`config.mk`:
```
export PLATFORM = sky130hd
export DESIGN_NAME = wb_arbiter
export DESIGN_NICKNAME = d
export VERILOG_FILES = /design/src/rtl/riscv_pkg.sv /design/src/rtl/wb_fifo.sv /design/src/rtl/wb_arbiter.sv
export SDC_FILE = /design/constraint.sdc
export NUM_CORES = 1
export LEC_CHECK = 0
export BUFFER_PORTS_ARGS = -buffer_cell sky130_fd_sc_hd__buf_2
export CORE_AREA = 8 8 125 127
export DETAILED_ROUTE_END_ITERATION = 10
export DIE_AREA = 0 0 133 135
export PLACE_DENSITY = 0.81
export REMOVE_ABC_BUFFERS = 1
export SYNTH_ARGS = -nofsm -noshare
export SYNTH_HDL_FRONTEND = slang
export SYNTH_SLANG_ARGS = --single-unit
```
`constraint.sdc`:
```
create_clock -name i_clk -period 3.6 [get_ports i_clk]
set_clock_uncertainty 0.05 [all_clocks]
set_input_delay 0.18 -clock i_clk [delete_from_list [all_inputs] [get_ports i_clk]]
set_output_delay 0.18 -clock i_clk [all_outputs]
set_load 0.02 [all_outputs]
```
`src/rtl/riscv_pkg.sv`:
```
// Shared RISC-V core types: register address and data widths, writeback source select, buffer entry.
// Latency: none (types and constants only).
// Backpressure: none.
package riscv_pkg;

  localparam int XLEN       = 32;
  localparam int REG_ADDR_W = 5;

  typedef enum logic [1:0] {
    WB_NONE,
    WB_ALU,
    WB_LNG
  } wb_src_e;

  // One buffered long-latency result: destination register and value.
  typedef struct packed {
    logic [REG_ADDR_W-1:0] rd;
    logic [XLEN-1:0]       data;
  } wb_ent_t;

endpackage

```
`src/rtl/wb_fifo.sv`:
```
// Small FIFO holding long-latency writeback results until the regfile port is free.
// Latency: a push is visible at the head the cycle after it is written.
// Backpressure: none internally; the caller only pushes below DEPTH and only pops when nonempty.
module wb_fifo #(
  parameter int DEPTH = 2,
  parameter int W     = 37
) (
  input  logic                   clk,
  input  logic                   rst,
  input  logic                   push,
  input  logic [W-1:0]           push_data,
  input  logic                   pop,
  output logic [$clog2(DEPTH):0] count,
  output logic [W-1:0]           head
);

  localparam int PW = $clog2(DEPTH);
  localparam int CW = PW + 1;

  logic [W-1:0]  mem [DEPTH];
  logic [PW-1:0] wr_ptr;
  logic [PW-1:0] rd_ptr;

  // Pointers and occupancy; DEPTH is a power of two so pointers wrap naturally.
  always_ff @(posedge clk) begin
    if (rst) begin
      wr_ptr <= '0;
      rd_ptr <= '0;
      count  <= '0;
    end else begin
      if (push) wr_ptr <= wr_ptr + 1'b1;
      if (pop)  rd_ptr <= rd_ptr + 1'b1;
      count <= count + CW'(push) - CW'(pop);
    end
  end

  // Storage is not reset; occupancy alone decides what is valid.
  always_ff @(posedge clk) begin
    if (push) mem[wr_ptr] <= push_data;
  end

  assign head = mem[rd_ptr];

endmodule

```
`src/rtl/wb_arbiter.sv`:
```
// Writeback arbiter: merges single-cycle ALU results and buffered long-latency results onto one regfile port.
// Latency: one cycle from selection to o_rd_*; scoreboard query is combinational.
// Backpressure: o_lng_ready drops when the buffer is full; o_alu_hold asks upstream to skip the ALU next cycle.
module wb_arbiter
  import riscv_pkg::*;
#(
  parameter int DEPTH   = 2,
  parameter int AGE_MAX = 4
) (
  input  logic                  i_clk,
  input  logic                  i_rst,
  input  logic                  i_alu_valid,
  input  logic [REG_ADDR_W-1:0] i_alu_rd,
  input  logic [XLEN-1:0]       i_alu_data,
  input  logic                  i_lng_valid,
  input  logic [REG_ADDR_W-1:0] i_lng_rd,
  input  logic [XLEN-1:0]       i_lng_data,
  output logic                  o_lng_ready,
  input  logic                  i_iss_valid,
  input  logic [REG_ADDR_W-1:0] i_iss_rd,
  input  logic [REG_ADDR_W-1:0] i_rs1_addr,
  input  logic [REG_ADDR_W-1:0] i_rs2_addr,
  output logic                  o_rs1_pend,
  output logic                  o_rs2_pend,
  output logic [REG_ADDR_W-1:0] o_rd_addr,
  output logic [XLEN-1:0]       o_rd_data,
  output logic                  o_rd_wren,
  output logic                  o_alu_hold
);

  localparam int CW = $clog2(DEPTH) + 1;
  localparam int AW = $clog2(AGE_MAX + 1);

  logic [CW-1:0] count;
  wb_ent_t       head;
  wb_ent_t       push_ent;
  logic          nonempty;
  logic          push;
  logic          pop;
  wb_src_e       sel;
  logic [AW-1:0] age;
  logic [AW-1:0] age_inc;
  logic [31:0]   pend;
  logic [31:0]   pend_set;
  logic [31:0]   pend_clr;
  logic [31:0]   pend_nxt;

  assign nonempty    = (count != '0);
  assign o_lng_ready = (count < CW'(DEPTH));
  assign push        = i_lng_valid && o_lng_ready && (i_lng_rd != '0) && !i_rst;
  assign pop         = (sel == WB_LNG) && !i_rst;
  assign push_ent    = '{rd: i_lng_rd, data: i_lng_data};
  assign age_inc     = (age == AW'(AGE_MAX)) ? age : age + 1'b1;

  wb_fifo #(
    .DEPTH (DEPTH),
    .W     ($bits(wb_ent_t))
  ) u_fifo (
    .clk       (i_clk),
    .rst       (i_rst),
    .push      (push),
    .push_data (push_ent),
    .pop       (pop),
    .count     (count),
    .head      (head)
  );

  // Source select: an aged head under hold beats the ALU, otherwise the ALU has priority.
  always_comb begin
    sel = WB_NONE;
    if (o_alu_hold && nonempty) begin
      sel = WB_LNG;
    end else if (i_alu_valid && (i_alu_rd != '0)) begin
      sel = WB_ALU;
    end else if (nonempty) begin
      sel = WB_LNG;
    end
  end

  // Scoreboard next value: a new issue to rd overrides the clear from its own writeback.
  always_comb begin
    pend_set = '0;
    pend_clr = '0;
    if (sel == WB_LNG) pend_clr[head.rd] = 1'b1;
    if (i_iss_valid && (i_iss_rd != '0)) pend_set[i_iss_rd] = 1'b1;
    pend_nxt    = (pend & ~pend_clr) | pend_set;
    pend_nxt[0] = 1'b0;
  end

  // Regfile write port; address and data hold when nothing is selected.
  always_ff @(posedge i_clk) begin
    if (i_rst) begin
      o_rd_wren <= 1'b0;
      o_rd_addr <= '0;
      o_rd_data <= '0;
    end else begin
      o_rd_wren <= (sel != WB_NONE);
      if (sel == WB_ALU) begin
        o_rd_addr <= i_alu_rd;
        o_rd_data <= i_alu_data;
      end else if (sel == WB_LNG) begin
        o_rd_addr <= head.rd;
        o_rd_data <= head.data;
      end
    end
  end

  // Head age and starvation hold: hold rises once the head has waited AGE_MAX-1 cycles, drops on its pop.
  always_ff @(posedge i_clk) begin
    if (i_rst) begin
      age        <= '0;
      o_alu_hold <= 1'b0;
    end else if (pop) begin
      age        <= '0;
      o_alu_hold <= 1'b0;
    end else if (nonempty) begin
      age <= age_inc;
      if (age_inc >= AW'(AGE_MAX - 1)) o_alu_hold <= 1'b1;
    end else begin
      age <= '0;
    end
  end

  // Pending-write scoreboard register.
  always_ff @(posedge i_clk) begin
    if (i_rst) pend <= '0;
    else       pend <= pend_nxt;
  end

  assign o_rs1_pend = pend[i_rs1_addr];
  assign o_rs2_pend = pend[i_rs2_addr];

endmodule
```
==> flow_summary.toml, run 1 <==
[clock_network]
htreeDepth = 4
cts_tree = "yes"
cts_made_buffers = 17
path_clk_slew_ps = 60
clkSinkCount = 152
cts_root_buffer = "clkbuf_16"
clockBufferDepth = 2
clock_latency_ps = 420

[timing]
worstMarginPinSlew_ps = 1200
maxSlewViolCount = 0
final.setup.tns_ps = 0
finalSetupViolCount = 0
final_hold_viol_count = 0
hold_ws_ps = 55.2
relSlewSlack_pct = 20.2
rsz0062_at_grt = "false"
period_minus_slack_ps = 2820
period_share_pct = 78.4
setup_ws_ps = 779
fmax_mhz = 354

[grt]
grtUsageTotal_pct = 18.9
grt_pass1_wl_um = 27200
antenna_found_initial = 2
overflow = 0
gr-usage-met1_pct = 21.5
grt_pass1_vias = 5510
grt_use_met2_pct = 31.4
grtUsageMet3_pct = 7.24
grt_max_degree = 77
top_usage_layer = "met2"

[cells_and_area]
drive_gt1_share_pct = 23.5
nNetsFinal = 879
area_growth_syn_to_layout_pct = 26.3
fin_cells = 971

[synth]
syn_avg_cell_area_um2 = 10.8
synth_ff_type = "dfxtp_1"
synth_top_cells_by_count = "mux2i_1 (92), dfxtp_1 (78), edfxtp_1 (74)"
synth_async_sr_flop_share_pct = 0
ys_seq_area_share_pct = 56.8
synth_most_common_cell = "mux2i_1"
synthTopCellsByArea = "edfxtp_1 (33%), dfxtp_1 (23%), mux2i_1 (14%)"
yosys.area.top_type = "edfxtp_1"
synth-seq-cells = 152
synth_top_area_share_pct = 33.4
synthCells = 616
netlist_area_um2 = 6660
yosys_warnings = 0
yosysUniqueCellTypes = 33
synth_edf_count = 74

[critical_path]
cp.arrival_ps = 3050
worstSetupPathType = "reg -> reg"
worstPathRequired_ps = 3830
rr_worst_depth = 7
timing.rr.end = "o_rd_data[16]$_SDFFE_PP0P_"
critPathCaptureType = "flop"
critPathMaxFanout = 74
cp-start-kind = "flop"
timing.rr.start = "u_fifo.count[1]$_SDFF_PP0_"
reg2reg_slack_ps = 780

[status]
status = "completed"

[placed_design]
dp_hpwl_um = 11300
numPlacedInstances = 901
numPortBuffers = 135
place.gp.congestion = 0.817
dpl_worst_slack_ps = 860

[routing]
first_pass_iters = 5
drt-initial-drc-count = 313
vias = 5301
viasPerCell = 5.46
drt-total-wl_um = 16900
detail-route-antenna-nets = 0
drc = 0
wl_per_cell_um = 17.4

[floorplan]
core_um2 = 13600
row_count = 43
ios = 136
start_util_pct = 48.9
die_y_um = 135
fp.dieArea_um2 = 18000
dieWidth_um = 133

[worst_hold_path]
whs_path_depth = 5
hp-start = "i_alu_data[13]"
hold_path.class = "in -> reg"
hold_end = "o_rd_data[13]$_SDFFE_PP0P_"

[power_and_ir_drop]
finalPower_mw = 4.39
leakagePower_nw = 3.33
ir_worst_vdd_uv = 363
power_density_nw_per_um2 = 522

[job]
maxCapViolCount = 0
[critical path, stage by stage (launching register included)]
cell and delay (ps):
dfxtp_1 380, o21ai_0 180, o211ai_1 180, o21ai_1 200, ha_2 1030, o21ai_0 310, mux2i_1 250, nor2_1 60
[metal layers]
metal  share of wire, %  vias to the layer above
met5              0.059                        -
met4                2.2                        2
met3                9.7                       42
met2                 47                      248
met1                 40                     2493
li1                   -                     2516
[cell families (layout without fill, tap and decap cells)]
logic type | Yosys count | after routing | synth area share, %
and+or+nand+nor | 177 | 177 | 11.2
DFF | 152 | 152 | 56.8
other | 0 | 1 | 0
AOI/OAI and AO/OA | 124 | 124 | 9.92
xor gates and xnor gates | 5 | 5 | 0.657
buffers and inverters | 47 | 221 | 3.21
adders and majority gates | 8 | 8 | 1.50
muxes | 103 | 103 | 16.7
[flip-flops by register name (all words and copies together), names as in the netlist, named ones only]
name,flops
o_alu_hold,1
o_rd_addr,5
pend,31
o_rd_wren,1
u_fifo.count,2
age,3
u_fifo.mem,74
u_fifo.wr_ptr,1
u_fifo.rd_ptr,1
o_rd_data,32
[what timing repair did]
action,4_1_cts,5_1_grt
endpoints found under the hold margin,74,0
resized for setup,0,0
hold buffers,37,0
setup buffers,0,0
[cell usage in the layout (no fill, tap or decap), drive strengths merged, types with 5 or more instances in the layout]
cell type,instances
nand2,73
clkinvlp,6
clkbuf,20
dlygate4sd3,37
mux2,5
edfxtp,74
mux2i,92
dfxtp,78
mux4,6
nor2b,8
a21oi,39
ha,8
nand2b,7
buf,140
inv,12
nor2,61
o21ai,72
nand3,20
[cell type report]
class	count	area (um^2)
Clock inverter	12	128
Fill cell	1071	5200
Clock buffer	20	447
Inverter	12	45.0
Antenna cell	1	2.50
Timing Repair Buffer	177	1100
Multi-Input combinational cell	417	2690
Tap cell	180	225
Sequential cell	152	3780
[worst max-delay path by stage]
stage	endpoint	cells past startpoint	start	slack, ps
global placement	o_rd_addr[4]$_SDFFE_PP0P_	9	i_alu_rd[1]	940
CTS	o_rd_data[8]$_SDFFE_PP0P_	7	u_fifo.count[1]$_SDFF_PP0_	850
detailed placement	o_rd_data[10]$_SDFFE_PP0P_	9	i_alu_rd[1]	860
finish	o_rd_data[16]$_SDFFE_PP0P_	7	u_fifo.count[1]$_SDFF_PP0_	780
global route	o_rd_data[16]$_SDFFE_PP0P_	7	u_fifo.count[1]$_SDFF_PP0_	450
floorplan	o_rd_addr[0]$_SDFFE_PP0P_	7	i_alu_rd[1]	770
[power by group]
part / internal (mW) / total, mW / switching, mW
clock network: 1.03 / 1.72 / 0.685
registers: 1.92 / 1.99 / 0.0644
logic: 0.282 / 0.684 / 0.402
[stage by stage]
stage	utilization, %	cell area [um^2]
floorplan	-	6490
global placement	54.8	7470
detailed placement	54.8	7470
CTS	61.8	8410
global route	61.8	8410
finish	61.8	8410
(Power assumes the default switching activity.)
==> inputs of run 2 (changes only) <==
- ABC_AREA: not set -> 1
- clock period: 3.6 -> 2.7 ns (I/O delays scaled with it)
==> flow_summary.toml, run 2 <==
[status]
status = "completed"

[timing]
rsz0062_at_grt = "false"
maxSlewViolCount = 0
period_minus_slack_ps = 2460
worstMarginPinSlew_ps = 690
relSlewSlack_pct = 53.8
final_hold_viol_count = 0
fmax_mhz = 407
setup_ws_ps = 245
final.setup.tns_ps = 0
finalSetupViolCount = 0
period_share_pct = 90.9

[synth]
synth-seq-cells = 152
yosys_warnings = 0
syn_avg_cell_area_um2 = 8.58
synthCells = 782
synth_most_common_cell = "nand2_1"
synth_ff_type = "dfxtp_1"
synth_async_sr_flop_share_pct = 0
synthTopCellsByArea = "edfxtp_1 (33%), dfxtp_1 (23%), nand2_1 (12%)"
netlist_area_um2 = 6710
yosys.area.top_type = "edfxtp_1"
ys_seq_area_share_pct = 56.4
synth_edf_count = 74
synth_top_area_share_pct = 33.1
yosysUniqueCellTypes = 26
synth_top_cells_by_count = "nand2_1 (209), o21ai_0 (97), nand3_1 (95)"

[clock_network]
post_cts.repair.setup_buffers = 0
clkSinkCount = 152
cts_root_buffer = "clkbuf_16"
cts_tree = "yes"
clockBufferDepth = 2
path_clk_slew_ps = 60
cts_made_buffers = 17
clock_latency_ps = 430
htreeDepth = 4

[power_and_ir_drop]
ir_worst_vdd_uv = 509
leakagePower_nw = 3.71
power_density_nw_per_um2 = 737

[placed_design]
place.gp.congestion = 0.888
dp_hpwl_um = 12300
numPortBuffers = 135
numPlacedInstances = 1068
dpl_worst_slack_ps = 327

[cells_and_area]
layout_commonest_cell = "nand2_1"
drive_gt1_share_pct = 20.5
area_growth_syn_to_layout_pct = 31.3
top_register = "u_fifo.mem"
reg_top3 = "u_fifo.mem x74, o_rd_data x32, pend x31"
nNetsFinal = 1082
largest_reg_flops = 74
final_cell_mix = "nand2_1 (209), buf_2 (135), o21ai_0 (97), nand3_1 (95), dfxtp_1 (78)"
fin_cells = 1174
fin_util_pct = 64.7

[floorplan]
start_util_pct = 49.3
core_um2 = 13600
row_count = 43
die_y_um = 135
dieWidth_um = 133
ios = 136
fp.dieArea_um2 = 18000

[critical_path]
crit_family = "buffers and inverters"
crit_slowest_cell = "dlygate4sd3_1"
slowest_delay_ps = 550
worstPathRequired_ps = 3010
cp-start-kind = "input port"
path_buf_inv = 4
crit_chain = "dlygate4sd3_1 > buf_2 > nor2_1 > nand2_1 > o21ai_0 > a21oi_1 > nor2_1 > ha_2 > inv_1 > nor2_1 > ha_1 > inv_1 > ha_1 > xor2_1 > o21ai_0 > a21oi_1"
worstSetupPathType = "in -> reg"
critPathMaxFanout = 6
crit_top_cell = "nor2_1"
critPathCaptureType = "flop"
cp.arrival_ps = 2770

[routing]
wl_per_cell_um = 16.9
vias = 6421
drt-total-wl_um = 19900
viasPerCell = 5.47
drc = 0
drt-initial-drc-count = 559
detail-route-antenna-nets = 0
first_pass_iters = 7

[grt]
grt_pass1_wl_um = 31800
grtUsageTotal_pct = 22.0
overflow = 0
grt_pass1_vias = 6399
antenna_found_initial = 2
grt_max_degree = 56

[worst_hold_path]
hold_path.class = "in -> reg"

[job]
maxCapViolCount = 0
run 2: cell types whose count changed after synthesis, moves of 13 or more:
cell and delta:
inv_2 +13, inv_1 +31, o21ai_0 +27, mux2i_1 -92, a21oi_1 +38, nand2_1 +136, nand3_1 +75, nor2_1 -38
run 2: through the flow:
stage | power [mW] | area [um^2] | hold WS, ps
after floorplan | 3.63 | 6520 | 154
after global placement | 4.14 | 7530 | 273
after detailed placement | 4.18 | 7530 | 276
after CTS | 6.42 | 8800 | 21.3
after global routing | 6.77 | 8810 | 33.7
final | 6.49 | 8810 | 31.3
run 2: cells by family (layout without fill, tap and decap cells):
group	after synthesis	after routing	synth area share (%)
and+or+nand+nor	349	349	22.6
other	0	1	0
DFF	152	152	56.4
AOI/OAI and AO/OA	176	176	13.2
adders and majority gates	8	8	1.49
xor gates and xnor gates	2	2	0.261
buffers and inverters	95	306	6.02
run 2: layer usage:
layer | share of wire (%) | track usage [%] | wire length, um | vias to the layer above
li1 | - | - | - | 3050
met1 | 39 | 25.4 | 7670 | 2930
met2 | 48 | 36.3 | 9510 | 379
met3 | 9.9 | 6.95 | 1960 | 60
met4 | 3.6 | 11.0 | 723 | 2
met5 | 0.040 | 0 | 8 | -
run 2: area by class of cell:
cell class              instances  area, um^2
fillers                      1039        4800
diodes                          1        2.50
clock buffers                  20         437
inverters                      57         214
multi-input cells             535        2530
flip-flops and latches        152        3780
well taps                     180         225
clock inverters                12         106
repair buffers                217        1510
run 2: what timing repair did:
item | in CTS | in global routing
endpoints found under the hold margin | 110 | 0
hold buffers | 73 | 0
setup endpoints to repair | 0 | 1
gates resized for setup | 0 | 1
run 2: final timing paths:
check | startpoint | to | slack (ps) | cells after the start
max | i_alu_rd[0] | u_fifo.count[1]$_SDFF_PP0_ | 240 | 16
min | i_iss_valid | pend[1]$_SDFF_PP0_ | 30 | 3
max reg2reg | u_fifo.count[1]$_SDFF_PP0_ | u_fifo.count[1]$_SDFF_PP0_ | 370 | 13
min reg2reg | u_fifo.rd_ptr$_SDFFE_PP0P_ | u_fifo.rd_ptr$_SDFFE_PP0P_ | 420 | 1
run 2: power breakdown:
part           leakage (nW)  switching [mW]  total, mW  internal (mW)
combinational          2.13            1.08       1.58          0.504
sequential             1.32          0.0877       2.69           2.60
clock                 0.258           0.952       2.22           1.27
run 2: worst reg2reg max path, delay by kind of cell, from the launching register on:
family          cells  cell delay [ps]
buf+inv             4              290
flops               1              340
xor+xnor            1              150
compound gates      3              430
simple gates        2              220
fa+ha+maj           3              740
==> inputs of run 3 (changes only) <==
- HOLD_SLACK_MARGIN: not set -> 0.12
==> flow_summary.toml, run 3 (synthesis results as in run 2) <==
[routing]
wl_per_cell_um = 16.9
drt-initial-drc-count = 656
viasPerCell = 5.44
detail-route-antenna-nets = 0
first_pass_iters = 9
drt-total-wl_um = 19900
vias = 6423
drc = 0

[critical_path]
critPathCaptureType = "flop"
cp.arrival_ps = 2760
critPathMaxFanout = 6
worstPathRequired_ps = 3010
worstSetupPathType = "in -> reg"
cp-start-kind = "input port"
rr_worst_depth = 13
reg2reg_slack_ps = 370
timing.rr.start = "u_fifo.count[1]$_SDFF_PP0_"
timing.rr.end = "u_fifo.count[1]$_SDFF_PP0_"

[grt]
grt_pass1_vias = 6423
grt_pass1_wl_um = 31900
overflow = 0
antenna_found_initial = 2
grtUsageTotal_pct = 22.1
grt_max_degree = 56

[timing]
worstMarginPinSlew_ps = 717
finalSetupViolCount = 0
period_minus_slack_ps = 2450
final_hold_viol_count = 0
fmax_mhz = 408
period_share_pct = 90.8
final.setup.tns_ps = 0
rsz0062_at_grt = "false"
maxSlewViolCount = 0
setup_ws_ps = 249
relSlewSlack_pct = 52.1

[power_and_ir_drop]
p_sw_share_pct = 32.7
clkPwrFrac_pct = 34.1
ir_worst_vdd_uv = 511
intPower_mw = 4.38
finalPower_mw = 6.50
seqPwrFrac_pct = 41.4
power_switching_mw = 2.12
pwr-share-comb_pct = 24.5
leakagePower_nw = 3.74
power_density_nw_per_um2 = 732

[worst_hold_path]
hp-start = "i_iss_rd[0]"
hold_path.class = "in -> reg"
whs_path_depth = 4
hold_end = "pend[26]$_SDFF_PP0_"

[placed_design]
dp_hpwl_um = 12300
numPlacedInstances = 1068
place.gp.congestion = 0.888
dpl_worst_slack_ps = 327
numPortBuffers = 135

[floorplan]
dieWidth_um = 133
start_util_pct = 49.3
ios = 136
row_count = 43
fp.dieArea_um2 = 18000
core_um2 = 13600
die_y_um = 135

[cells_and_area]
fillers = 1029
fin_cells = 1181
largest_reg_flops = 74
top_register = "u_fifo.mem"
reg_top3 = "u_fifo.mem x74, o_rd_data x32, pend x31"
drive_gt1_share_pct = 20.4
final_cell_mix = "nand2_1 (209), buf_2 (135), o21ai_0 (97), nand3_1 (95), dlygate4sd3_1 (80)"
area_growth_syn_to_layout_pct = 32.4
nNetsFinal = 1089
layout_commonest_cell = "nand2_1"

[clock_network]
cts_tree = "yes"
post_cts.repair.setup_buffers = 0
clockBufferDepth = 2
cts_made_buffers = 17
path_clk_slew_ps = 60
cts_root_buffer = "clkbuf_16"
clock_latency_ps = 430
clkSinkCount = 152
htreeDepth = 4

[job]
maxCapViolCount = 0

[status]
status = "completed"
==> run 3: cell count changes in the layout (fill, tap and decap cells not counted) <==
cell           change
dlygate4sd3_1      +7
==> run 3: per-stage QoR <==
step                      util, %  hold WS [ps]  area, um^2
after floorplan                 -           154        6520
after global placement       55.3           273        7530
after detailed placement     55.3           276        7530
after CTS                    65.2           127        8870
after global routing         65.2           149        8880
final                        65.2           140        8880
==> run 3: power groups by stage <==
stage	combinational (mW)	sequential (mW)	clock, mW
after global placement	1.42	2.72	0
after CTS	1.55	2.68	2.20
final	1.59	2.69	2.22
after floorplan	0.734	2.89	0
after global routing	1.75	2.70	2.32
after detailed placement	1.45	2.72	0
==> run 3: timing repair <==
item / 4_1_cts / 5_1_grt
hold buffers: 80 / 0
hold endpoints to repair: 129 / 0
gates resized for setup: 0 / 1
setup endpoints to repair: 0 / 1
==> run 3: how the worst max path moves through the flow <==
stage | from | end | slack, ps | cells after the start
2_1_floorplan | u_fifo.count[1]$_SDFF_PP0_ | u_fifo.mem[0][0]$_DFFE_PP_ | 20 | 3
3_3_place_gp | u_fifo.count[1]$_SDFF_PP0_ | u_fifo.count[1]$_SDFF_PP0_ | 380 | 13
3_5_place_dp | u_fifo.count[1]$_SDFF_PP0_ | u_fifo.count[1]$_SDFF_PP0_ | 330 | 13
4_1_cts | i_alu_rd[0] | u_fifo.count[1]$_SDFF_PP0_ | 210 | 16
5_1_grt | i_alu_rd[0] | u_fifo.count[1]$_SDFF_PP0_ | 20 | 16
6_report | i_alu_rd[0] | u_fifo.count[1]$_SDFF_PP0_ | 250 | 16
==> run 3: area by class of cell <==
type	instances	area [um^2]	share of cell area (%)
inverter	57	214	2.41
antenna	1	2.50	0.0282
multi-input combinational	535	2530	28.5
sequential	152	3780	42.6
timing repair buffer	224	1580	17.8
tap	180	225	2.54
clock buffer	20	437	4.92
clock inverter	12	106	1.20
==> run 3: worst max-delay path, stage by stage <==
cell and delay, ps:
dlygate4sd3_1 550, buf_2 130, nor2_1 140, nand2_1 60
o21ai_0 150, a21oi_1 90, nor2_1 150, ha_2 280
inv_1 60, nor2_1 130, ha_1 250, inv_1 70
ha_1 160, xor2_1 190, o21ai_0 100, a21oi_1 130
==> run 3: metal layers <==
layer | GRT usage [%] | part of all wire [%] | up-vias
met5 | 0 | 0.040 | -
met4 | 11.0 | 3.4 | 2
met3 | 6.98 | 9.6 | 58
met2 | 36.5 | 48 | 358
met1 | 25.5 | 39 | 2945
li1 | - | - | 3060
